**src/rtl/dijkstra_engine.sv**
```systemverilog
`default_nettype none
// =============================================================================
// dijkstra_engine
// Single-source shortest-path engine over a row-major adjacency matrix in memory.
// Revision: 1.0
// =============================================================================
module dijkstra_engine #(
  parameter int MAX_NODES   = 16,
  parameter int INDEX_WIDTH = 4,
  parameter int VALUE_WIDTH = 16,
  parameter int MADDR_WIDTH = 32,
  parameter int MDATA_WIDTH = 32
) (
  input  logic                   clock,
  input  logic                   reset,
  input  logic                   start,
  input  logic [INDEX_WIDTH:0]   number_of_nodes,
  input  logic [INDEX_WIDTH-1:0] source_node,
  input  logic [INDEX_WIDTH-1:0] target_node,
  input  logic                   target_enable,
  input  logic [MADDR_WIDTH-1:0] base_address,
  output logic                   busy,
  output logic                   done,
  output logic                   error,
  output logic                   mem_read_enable,
  output logic [MADDR_WIDTH-1:0] mem_addr,
  input  logic                   mem_read_ready,
  input  logic [MDATA_WIDTH-1:0] mem_read_data,
  input  logic [INDEX_WIDTH-1:0] rd_index,
  output logic [VALUE_WIDTH-1:0] rd_distance,
  output logic [INDEX_WIDTH-1:0] rd_prev,
  output logic                   rd_reachable
);

  localparam int                     C_NW      = INDEX_WIDTH + 1;
  localparam logic [VALUE_WIDTH-1:0] C_INF     = '1;
  localparam logic [INDEX_WIDTH-1:0] C_NO_PREV = '1;
  localparam logic [INDEX_WIDTH:0]   C_MAX_N   = C_NW'(MAX_NODES);

  typedef enum logic [2:0] {
    S_IDLE   = 3'd0,
    S_INIT   = 3'd1,
    S_SELECT = 3'd2,
    S_FETCH  = 3'd3,
    S_WAIT   = 3'd4,
    S_RELAX  = 3'd5,
    S_DONE   = 3'd6
  } state_t;

  state_t                 state_q, state_d;
  logic [INDEX_WIDTH:0]   n_q, n_d, to_q, to_d, scan_q, scan_d;
  logic [INDEX_WIDTH-1:0] src_q, src_d, tgt_q, tgt_d, cur_q, cur_d, best_idx_q, best_idx_d;
  logic                   tgt_en_q, tgt_en_d, found_q, found_d;
  logic                   busy_q, busy_d, done_q, done_d, error_q, error_d, mem_en_q, mem_en_d;
  logic [MADDR_WIDTH-1:0] base_q, base_d, mem_addr_q, mem_addr_d;
  logic [VALUE_WIDTH-1:0] best_q, best_d, data_q, data_d;
  logic [VALUE_WIDTH-1:0] dist_q [MAX_NODES];
  logic [VALUE_WIDTH-1:0] dist_d [MAX_NODES];
  logic [INDEX_WIDTH-1:0] prev_q [MAX_NODES];
  logic [INDEX_WIDTH-1:0] prev_d [MAX_NODES];
  logic [MAX_NODES-1:0]   visited_q, visited_d;

  logic [INDEX_WIDTH-1:0] w_scan_idx, w_sel_idx, w_to_idx;
  logic [INDEX_WIDTH:0]   w_scan_next, w_to_next;
  logic [VALUE_WIDTH-1:0] w_sel_dist;
  logic [VALUE_WIDTH:0]   w_alt;
  logic [MADDR_WIDTH-1:0] w_req_addr;
  logic                   w_take, w_sel_found, w_scan_last, w_relax, w_cfg_bad, w_skip;
  logic                   w_unused_data;

  // Running minimum over the scan; strict compare keeps the lowest index on ties
  // and never selects an INF node, so "not found" covers both stop conditions.
  assign w_scan_idx  = scan_q[INDEX_WIDTH-1:0];
  assign w_take      = !visited_q[w_scan_idx] && (dist_q[w_scan_idx] < best_q);
  assign w_sel_dist  = w_take ? dist_q[w_scan_idx] : best_q;
  assign w_sel_idx   = w_take ? w_scan_idx : best_idx_q;
  assign w_sel_found = w_take | found_q;
  assign w_scan_next = scan_q + 1'b1;
  assign w_scan_last = (w_scan_next == n_q);

  assign w_to_idx    = to_q[INDEX_WIDTH-1:0];
  assign w_to_next   = to_q + 1'b1;
  assign w_skip      = (w_to_idx == cur_q) || visited_q[w_to_idx];
  assign w_req_addr  = base_q + MADDR_WIDTH'(cur_q) * MADDR_WIDTH'(n_q) + MADDR_WIDTH'(to_q);
  // One extra bit on the sum so saturation is detected instead of wrapping.
  assign w_alt       = {1'b0, dist_q[cur_q]} + {1'b0, data_q};
  assign w_relax     = (data_q != C_INF) && (w_alt < {1'b0, C_INF}) &&
                       (w_alt[VALUE_WIDTH-1:0] < dist_q[w_to_idx]);
  assign w_cfg_bad   = (n_q == '0) || (n_q > C_MAX_N) || ({1'b0, src_q} >= n_q);
  assign w_unused_data = ^mem_read_data[MDATA_WIDTH-1:VALUE_WIDTH];

  always_comb begin
    logic go_select;
    logic go_done;
    go_select  = 1'b0;
    go_done    = 1'b0;
    state_d    = state_q;
    n_d        = n_q;
    src_d      = src_q;
    tgt_d      = tgt_q;
    tgt_en_d   = tgt_en_q;
    base_d     = base_q;
    busy_d     = busy_q;
    done_d     = done_q;
    error_d    = error_q;
    mem_en_d   = mem_en_q;
    mem_addr_d = mem_addr_q;
    cur_d      = cur_q;
    to_d       = to_q;
    scan_d     = scan_q;
    best_d     = best_q;
    best_idx_d = best_idx_q;
    found_d    = found_q;
    data_d     = data_q;
    dist_d     = dist_q;
    prev_d     = prev_q;
    visited_d  = visited_q;

    case (state_q)
      S_IDLE, S_DONE: begin
        if (start) begin
          n_d      = number_of_nodes;
          src_d    = source_node;
          tgt_d    = target_node;
          tgt_en_d = target_enable;
          base_d   = base_address;
          done_d   = 1'b0;
          error_d  = 1'b0;
          busy_d   = 1'b1;
          state_d  = S_INIT;
        end
      end
      S_INIT: begin
        if (w_cfg_bad) begin
          error_d = 1'b1;
          go_done = 1'b1;
        end else begin
          for (int i = 0; i < MAX_NODES; i++) begin
            dist_d[i] = C_INF;
            prev_d[i] = C_NO_PREV;
          end
          visited_d     = '0;
          dist_d[src_q] = '0;
          go_select     = 1'b1;
        end
      end
      S_SELECT: begin
        if (!w_scan_last) begin
          scan_d     = w_scan_next;
          best_d     = w_sel_dist;
          best_idx_d = w_sel_idx;
          found_d    = w_sel_found;
        end else if (!w_sel_found) begin
          go_done = 1'b1;
        end else begin
          visited_d[w_sel_idx] = 1'b1;
          cur_d                = w_sel_idx;
          if (tgt_en_q && (w_sel_idx == tgt_q)) begin
            go_done = 1'b1;
          end else begin
            to_d    = '0;
            state_d = S_FETCH;
          end
        end
      end
      S_FETCH: begin
        if (w_skip) begin
          to_d = w_to_next;
          if (w_to_next == n_q) go_select = 1'b1;
        end else begin
          mem_en_d   = 1'b1;
          mem_addr_d = w_req_addr;
          state_d    = S_WAIT;
        end
      end
      S_WAIT: begin
        if (mem_read_ready) begin
          data_d   = mem_read_data[VALUE_WIDTH-1:0];
          mem_en_d = 1'b0;
          state_d  = S_RELAX;
        end
      end
      S_RELAX: begin
        if (w_relax) begin
          dist_d[w_to_idx] = w_alt[VALUE_WIDTH-1:0];
          prev_d[w_to_idx] = cur_q;
        end
        to_d = w_to_next;
        if (w_to_next == n_q) go_select = 1'b1;
        else state_d = S_FETCH;
      end
      default: state_d = S_IDLE;
    endcase

    if (go_select) begin
      state_d    = S_SELECT;
      scan_d     = '0;
      best_d     = C_INF;
      best_idx_d = '0;
      found_d    = 1'b0;
    end
    if (go_done) begin
      state_d = S_DONE;
      busy_d  = 1'b0;
      done_d  = 1'b1;
    end
  end

  always_ff @(posedge clock) begin
    if (reset) begin
      state_q    <= S_IDLE;
      n_q        <= '0;
      src_q      <= '0;
      tgt_q      <= '0;
      tgt_en_q   <= 1'b0;
      base_q     <= '0;
      busy_q     <= 1'b0;
      done_q     <= 1'b0;
      error_q    <= 1'b0;
      mem_en_q   <= 1'b0;
      mem_addr_q <= '0;
      cur_q      <= '0;
      to_q       <= '0;
      scan_q     <= '0;
      best_q     <= C_INF;
      best_idx_q <= '0;
      found_q    <= 1'b0;
      data_q     <= '0;
      visited_q  <= '0;
      for (int i = 0; i < MAX_NODES; i++) begin
        dist_q[i] <= C_INF;
        prev_q[i] <= C_NO_PREV;
      end
    end else begin
      state_q    <= state_d;
      n_q        <= n_d;
      src_q      <= src_d;
      tgt_q      <= tgt_d;
      tgt_en_q   <= tgt_en_d;
      base_q     <= base_d;
      busy_q     <= busy_d;
      done_q     <= done_d;
      error_q    <= error_d;
      mem_en_q   <= mem_en_d;
      mem_addr_q <= mem_addr_d;
      cur_q      <= cur_d;
      to_q       <= to_d;
      scan_q     <= scan_d;
      best_q     <= best_d;
      best_idx_q <= best_idx_d;
      found_q    <= found_d;
      data_q     <= data_d;
      visited_q  <= visited_d;
      dist_q     <= dist_d;
      prev_q     <= prev_d;
    end
  end

  assign busy            = busy_q;
  assign done            = done_q;
  assign error           = error_q;
  assign mem_read_enable = mem_en_q;
  assign mem_addr        = mem_addr_q;
  assign rd_distance     = dist_q[rd_index];
  assign rd_prev         = prev_q[rd_index];
  assign rd_reachable    = (dist_q[rd_index] != C_INF);

endmodule
`default_nettype wire
```
**config.mk**
```make
export PLATFORM = sky130hd
export DESIGN_NAME = dijkstra_engine
export DESIGN_NICKNAME = d
export VERILOG_FILES = /design/src/rtl/dijkstra_engine.sv
export SDC_FILE = /design/constraint.sdc
export NUM_CORES = 1
export LEC_CHECK = 0
export BUFFER_PORTS_ARGS = -buffer_cell sky130_fd_sc_hd__buf_2
export CAP_MARGIN = 20
export CORE_MARGIN = 3
export CORE_UTILIZATION = 35
export DETAILED_ROUTE_END_ITERATION = 8
export SLEW_MARGIN = 0
export SYNTH_ARGS = -nofsm -noshare
export SYNTH_HDL_FRONTEND = slang
export SYNTH_SLANG_ARGS = --single-unit
```
**constraint.sdc**
```tcl
create_clock -name clock -period 11.4 [get_ports clock]
set_input_delay 0.57 -clock clock [delete_from_list [all_inputs] [get_ports clock]]
set_output_delay 0.57 -clock clock [all_outputs]
set_load 0.05 [all_outputs]
```
[Word level (Yosys, flattened, before mapping)]
Cells that the tools add are included.
Word-level totals
  register bits after elaboration: 472
  logic and storage cells: 226
Cells by class
  $lt $le $gt $ge: 16
  multiply operators: 1
  reductions and logical operators: 38
  mux-type cells: 72
  bitwise logic cells: 11
  add/sub/neg operators: 5
  eq/ne operators: 31
Operator list (count)
  256-bit two-way mux: 2
  256-bit one-hot mux with 2 select lines: 1
  16-bit binary-select mux with 4-bit select: 4
  256-bit bitwise mux: 1
  256-bit NOT: 1
  16-bit two-way mux: 13
  16-bit demux with 4-bit select: 2
  64-bit two-way mux: 2
  64-bit one-hot mux with 2 select lines: 1
  64-bit bitwise mux: 1
  32-bit by 5-bit adder with 32-bit output: 1
  32-bit by 9-bit adder with 32-bit output: 1
  16-bit < comparator: 2
  16-bit != test (second input constant): 2
  16-bit one-hot mux with 2 select lines: 1
  4-bit != test (second input constant): 7
  3-bit two-way mux: 9
  5-bit >= comparator (second input constant): 5
  4-bit NOT with 5-bit output: 5
  2-bit != test (second input constant): 11
  5-bit two-way mux: 4
  3-bit one-hot mux with 6 select lines: 1
  16-bit by 16-bit adder with 17-bit output: 1
  17-bit by 16-bit < comparator with 1-bit output (second input constant): 1
  39 further kinds: 95

[Longest topological paths before layout]
  depth in word-level cells: 15
  depth in mapped cells: 25
  gate-level depth less buffers: 18

[Worst setup path after synthesis]
No wires, ideal clock.
  kind: register to register
  start point: register cur_q[0]
  end point: register dist_q[133] in the netlist's numbering
  stages on the path, launching flop included: 24
  path slack: 4.864 ns
  period minus slack after synthesis: 6.536 ns
  path buffers: 6
  arrival time: 6.414 ns
  required time: 11.278 ns
  cells stage by stage: dfxtp_1 > clkbuf_1 > buf_1 > mux4_2 > mux4_2 > ha_1 > fa_1 > a211o_4 > a2111oi_4 > o32a_2 > a21boi_1 > nor2_1 > clkbuf_1 > ha_1 > nand4_1 > o31ai_1 > nor4_1 > and4_1 > buf_4 > clkbuf_1 > nand2_1 > o211ai_4 > buf_6 > a22oi_2
On the way
  cells in the longest elaborated chain, start to end: 10
Ends and longest elaborated chain
  start: declaration: line 52  | logic [INDEX_WIDTH-1:0] src_q, src_d, tgt_q, tgt_d, cur_q, cur_d, best_idx_q, best_idx_d;
  start signal: assignment: line 246  | cur_q <= cur_d;
  4-bit NOT with 5-bit output (not written as such) (*): line 86  | assign w_alt = {1'b0, dist_q[cur_q]} + {1'b0, data_q};
  16-bit binary-select mux with 4-bit select (*): line 86
  16-bit two-way mux (not written as such) (*) (2 in series): line 86
  16-bit by 16-bit adder with 17-bit output (*): line 86
  17-bit by 16-bit < comparator with 1-bit output: line 87  | assign w_relax = (data_q != C_INF) && (w_alt < {1'b0, C_INF}) &&
  1-bit logical AND (2 in series): line 87
  2-bit != test (no line)
  3-bit AND reduction (no line)
  end signal: assignment: line 254  | dist_q <= dist_d;
  end: declaration: line 57  | logic [VALUE_WIDTH-1:0] dist_q [MAX_NODES];
Mark *: on every way between the ends. The rest lies on a longest branch, timed or not. The select of a mux whose other input is x is not followed.
A chain may end at the register's enable or synchronous reset.

[Worst setup path after layout]
  start point: register cur_q[0]
  end point: register dist_q[145] in the netlist's numbering
The elaborated chain is that of the path after synthesis.

==> results.tsv <==
stage	metric	value	unit
outcome	status	complete, no violations	
setup_path	Cell Chain, Critical Path	buf_4, mux4_2, mux4_2, ha_1, a21o_1, a21o_1, a211oi_2, nor3_1, nor3_4, inv_1, ha_1, nand4_1, nor3_1, nor3b_1, nand3_1, and4_1, buf_4, o22ai_1, a21o_2, a22oi_1	
synthesis	Net Count, Synth	3083	
clock_tree	TritonCTS buffer count	54	
die	# IOs	143	
route	DR vias	25395	
placed_design	Cell Count Post-Placement	3959	
job	Max Cap Violations	0	
synthesis	register bit count reported by yosys	472	
synthesis	Synth area leaders	dfxtp_1 31%, mux4_2 26%, nand2_1 6.1%, a2bb2oi_1 5.8%, ha_1 2.9%	
global_routing	vias in the first global route	24294	
die	Die Width	302	um
sta	fin crit period	9.37	ns
synthesis	Yosys top cell area share	30.9	%
sta	fmax	107	MHz
synthesis	sequential cell area fraction in the yosys report	30.9	%
setup_path	Largest stage delay, worst path	0.82	ns
synthesis	Async S/R FF share, synth	0	%
setup_path	worst-path maximum fanout	45	
clock_tree	postcts setup bufs	0	
die	Core Area	85900	um^2
clock_tree	CTS HTree Levels	2	
die	FP Rows	107	
power	power share of the combinational group	47.4	%
synthesis	unique cell type count in the Yosys netlist	94	
clock_tree	Root Buffer	clkbuf_16	
power	Worst VDD drop	201	uV
route	DR iter-0 viols	2847	
power	Leak	11.4	nW
setup_path	CP required	11.84	ns
sta	Setup Viol. Count Final	0	
power	Clock Power Share	25.6	%
clock_tree	clk sinks	472	
clock_tree	worst skew pair latency	0.66	ns
clock_tree	CTS Buffer Depth	3	
synthesis	Yosys warnings	0	
global_routing	global-route wire length before repair	164	mm
layout	nets@finish	3054	
power	Power Dens Cells	209	nW/um^2
clock_tree	CTS tree	yes	
global_routing	GRT Total Usage	24.2	%
synthesis	number of synthesized flops with an enable pin	0	
sta	clk_skew	0.0479	ns
setup_path	critical path's slowest cell	dfxtp_4	
setup_path	CP endpoint kind	flop	
placed_design	count of port buffers added during placement	126	
route	Residual DRC	0	
die	Die ar.	91100	um^2
global_routing	largest net degree at the start of global routing	70	
sta	actual slew at the worst max-slew pin	1.22	ns
synthesis	area leader, netlist	dfxtp_1	
hold_path	HP Class	in2reg	
layout	synth-to-layout area growth	10.5	%
sta	setup TNS	0	ns
synthesis	Syn Inst Count	2907	
setup_path	Worst EP arrival	9.81	ns
die	Die H	302	um
layout	Layout Cells excl Fill	4063	
power	P_int	3.95	mW
route	drt via density	6.25	
setup_path	Crit Path Category	reg2reg	
route	first drt pass iteration count	6	
synthesis	Post-Synthesis Cell Area	30600	um^2
placed_design	RD Place Congestion	0.871	
layout	layout cells sized above 1	26.7	%
global_routing	Congestion Overflow GR	0	
sta	post-route clock period utilization	82.2	%
power	Psw	3.14	mW
route	Total Routed Length	112	mm
route	wire per inst	27.7	um
clock_tree	Worst-path clk slew	0.07	ns
sta	RSZ-0062 raised after global routing	false	
global_routing	initial antenna violation count	3	
placed_design	post-DP HPWL	69.6	mm
setup_path	Critical Path Start Type	flop	
die	initial core utilization	35.6	%
sta	Final Hold Viols	0	
power	sequential power share	27.0	%
clock_tree	post-CTS sizing	0	
synthesis	mean post-synth cell area	10.5	um^2
route	post-route ant nets	0	
power	Sw Share	44.3	%
synthesis	dominant synthesized flop cell	dfxtp_1	
sta	Slew headroom	18.5	%
sta	Final Max Tran Viols	0	
clock_tree	Hold Buf Count CTS	0	
==> worst paths after layout <==
path	start	endpoint	slack (ns)	depth (start not counted)
setup reg to reg	cur_q[0]	dist_q[145]	2.03	20
hold reg to reg	mem_addr[6]	mem_addr[6]	0.45	2
hold / removal	mem_read_data[10]	data_q[10]	0.18	3
setup / recovery	cur_q[0]	dist_q[145]	2.03	20
==> worst max-delay path, delay by kind of cell, from the launching register on <==
family | cells | cell delay [ns]
buf+inv | 3 | 1.74
simple gates | 7 | 2.44
fa+ha+maj | 2 | 0.92
mux | 2 | 1.21
compound gates | 6 | 1.93
flops | 1 | 0.82
==> power groups by stage <==
stage	logic (mW)	clock network [mW]	registers, mW
final	3.36	1.82	1.91
after CTS	3.25	1.84	1.91
after detailed placement	3.24	0	1.94
after floorplan	2.37	0	1.85
after global routing	3.49	1.89	1.93
after global placement	3.23	0	1.94
==> cells in the final DEF, fill, tap and decap left out, types with 50 or more instances in the layout <==
cell / count
nand2_1: 495
nor2_1: 78
buf_4: 65
a2bb2oi_2: 50
ha_1: 71
mux4_2: 348
clkbuf_16: 56
a21oi_1: 129
inv_1: 142
dfxtp_1: 462
a2bb2oi_1: 202
buf_2: 123
==> synthesized netlist by cell type (33+ instances only) <==
master,instances
a21oi_1,129
a22oi_1,38
a2bb2oi_1,202
a2bb2oi_2,50
and3_1,33
buf_1,35
buf_2,57
clkbuf_1,145
dfxtp_1,472
ha_1,71
inv_1,142
mux4_2,348
nand2_1,495
nand3_1,48
nor2_1,79
==> per-layer routing <==
layer | share of wire, % | up-vias | track usage, %
met5 | 0 | - | 0
met4 | 6.3 | 0 | 13.5
met3 | 12 | 355 | 6.91
met2 | 44 | 1574 | 36.8
met1 | 38 | 12525 | 31.1
li1 | - | 10941 | -
==> final cells by class <==
type                       count  area, um^2
clock inverter                17         264
fill                        8370       52100
tap                         1144        1430
multi-input combinational   2010       19300
sequential                   472        9480
timing repair buffer         196        1260
clock buffer                  77        1560
inverter                     144         541
antenna                        3        7.51
==> cells by family after synthesis <==
| logic type | Yosys count | share of synthesized area [%] |
|---|---|---|
| fa+ha+maj | 90 | 4.14 |
| buf+inv | 425 | 6.33 |
| xor+xnor | 52 | 1.51 |
| mux | 370 | 26.3 |
| simple gates | 810 | 11.9 |
| flops | 472 | 30.9 |
| compound gates | 688 | 18.9 |
==> per-stage QoR <==
step	total power, mW	util, %	setup WS [ns]	area (um^2)	hold WS [ns]
3_3_place_gp	5.17	37.1	2.33	31900	0.437
6_report	7.09	39.4	2.03	33800	0.183
5_1_grt	7.31	39.4	1.71	33800	0.184
4_1_cts	7.00	39.2	2.23	33700	0.157
3_5_place_dp	5.18	37.1	2.28	31900	0.440
2_1_floorplan	4.23	-	4.86	30600	0.432
==> registers in the layout (all words and copies together), names as in the netlist, 3 cells and up <==
register and cells:
tgt_q 4, data_q 16, best_idx_q 4, n_q 5, to_q 5, cur_q 4, src_q 4, visited_q 16
scan_q 5, prev_q 64, dist_q 256, mem_addr 32, base_q 32, best_q 16, state_q 3
(Power assumes the default switching activity.)
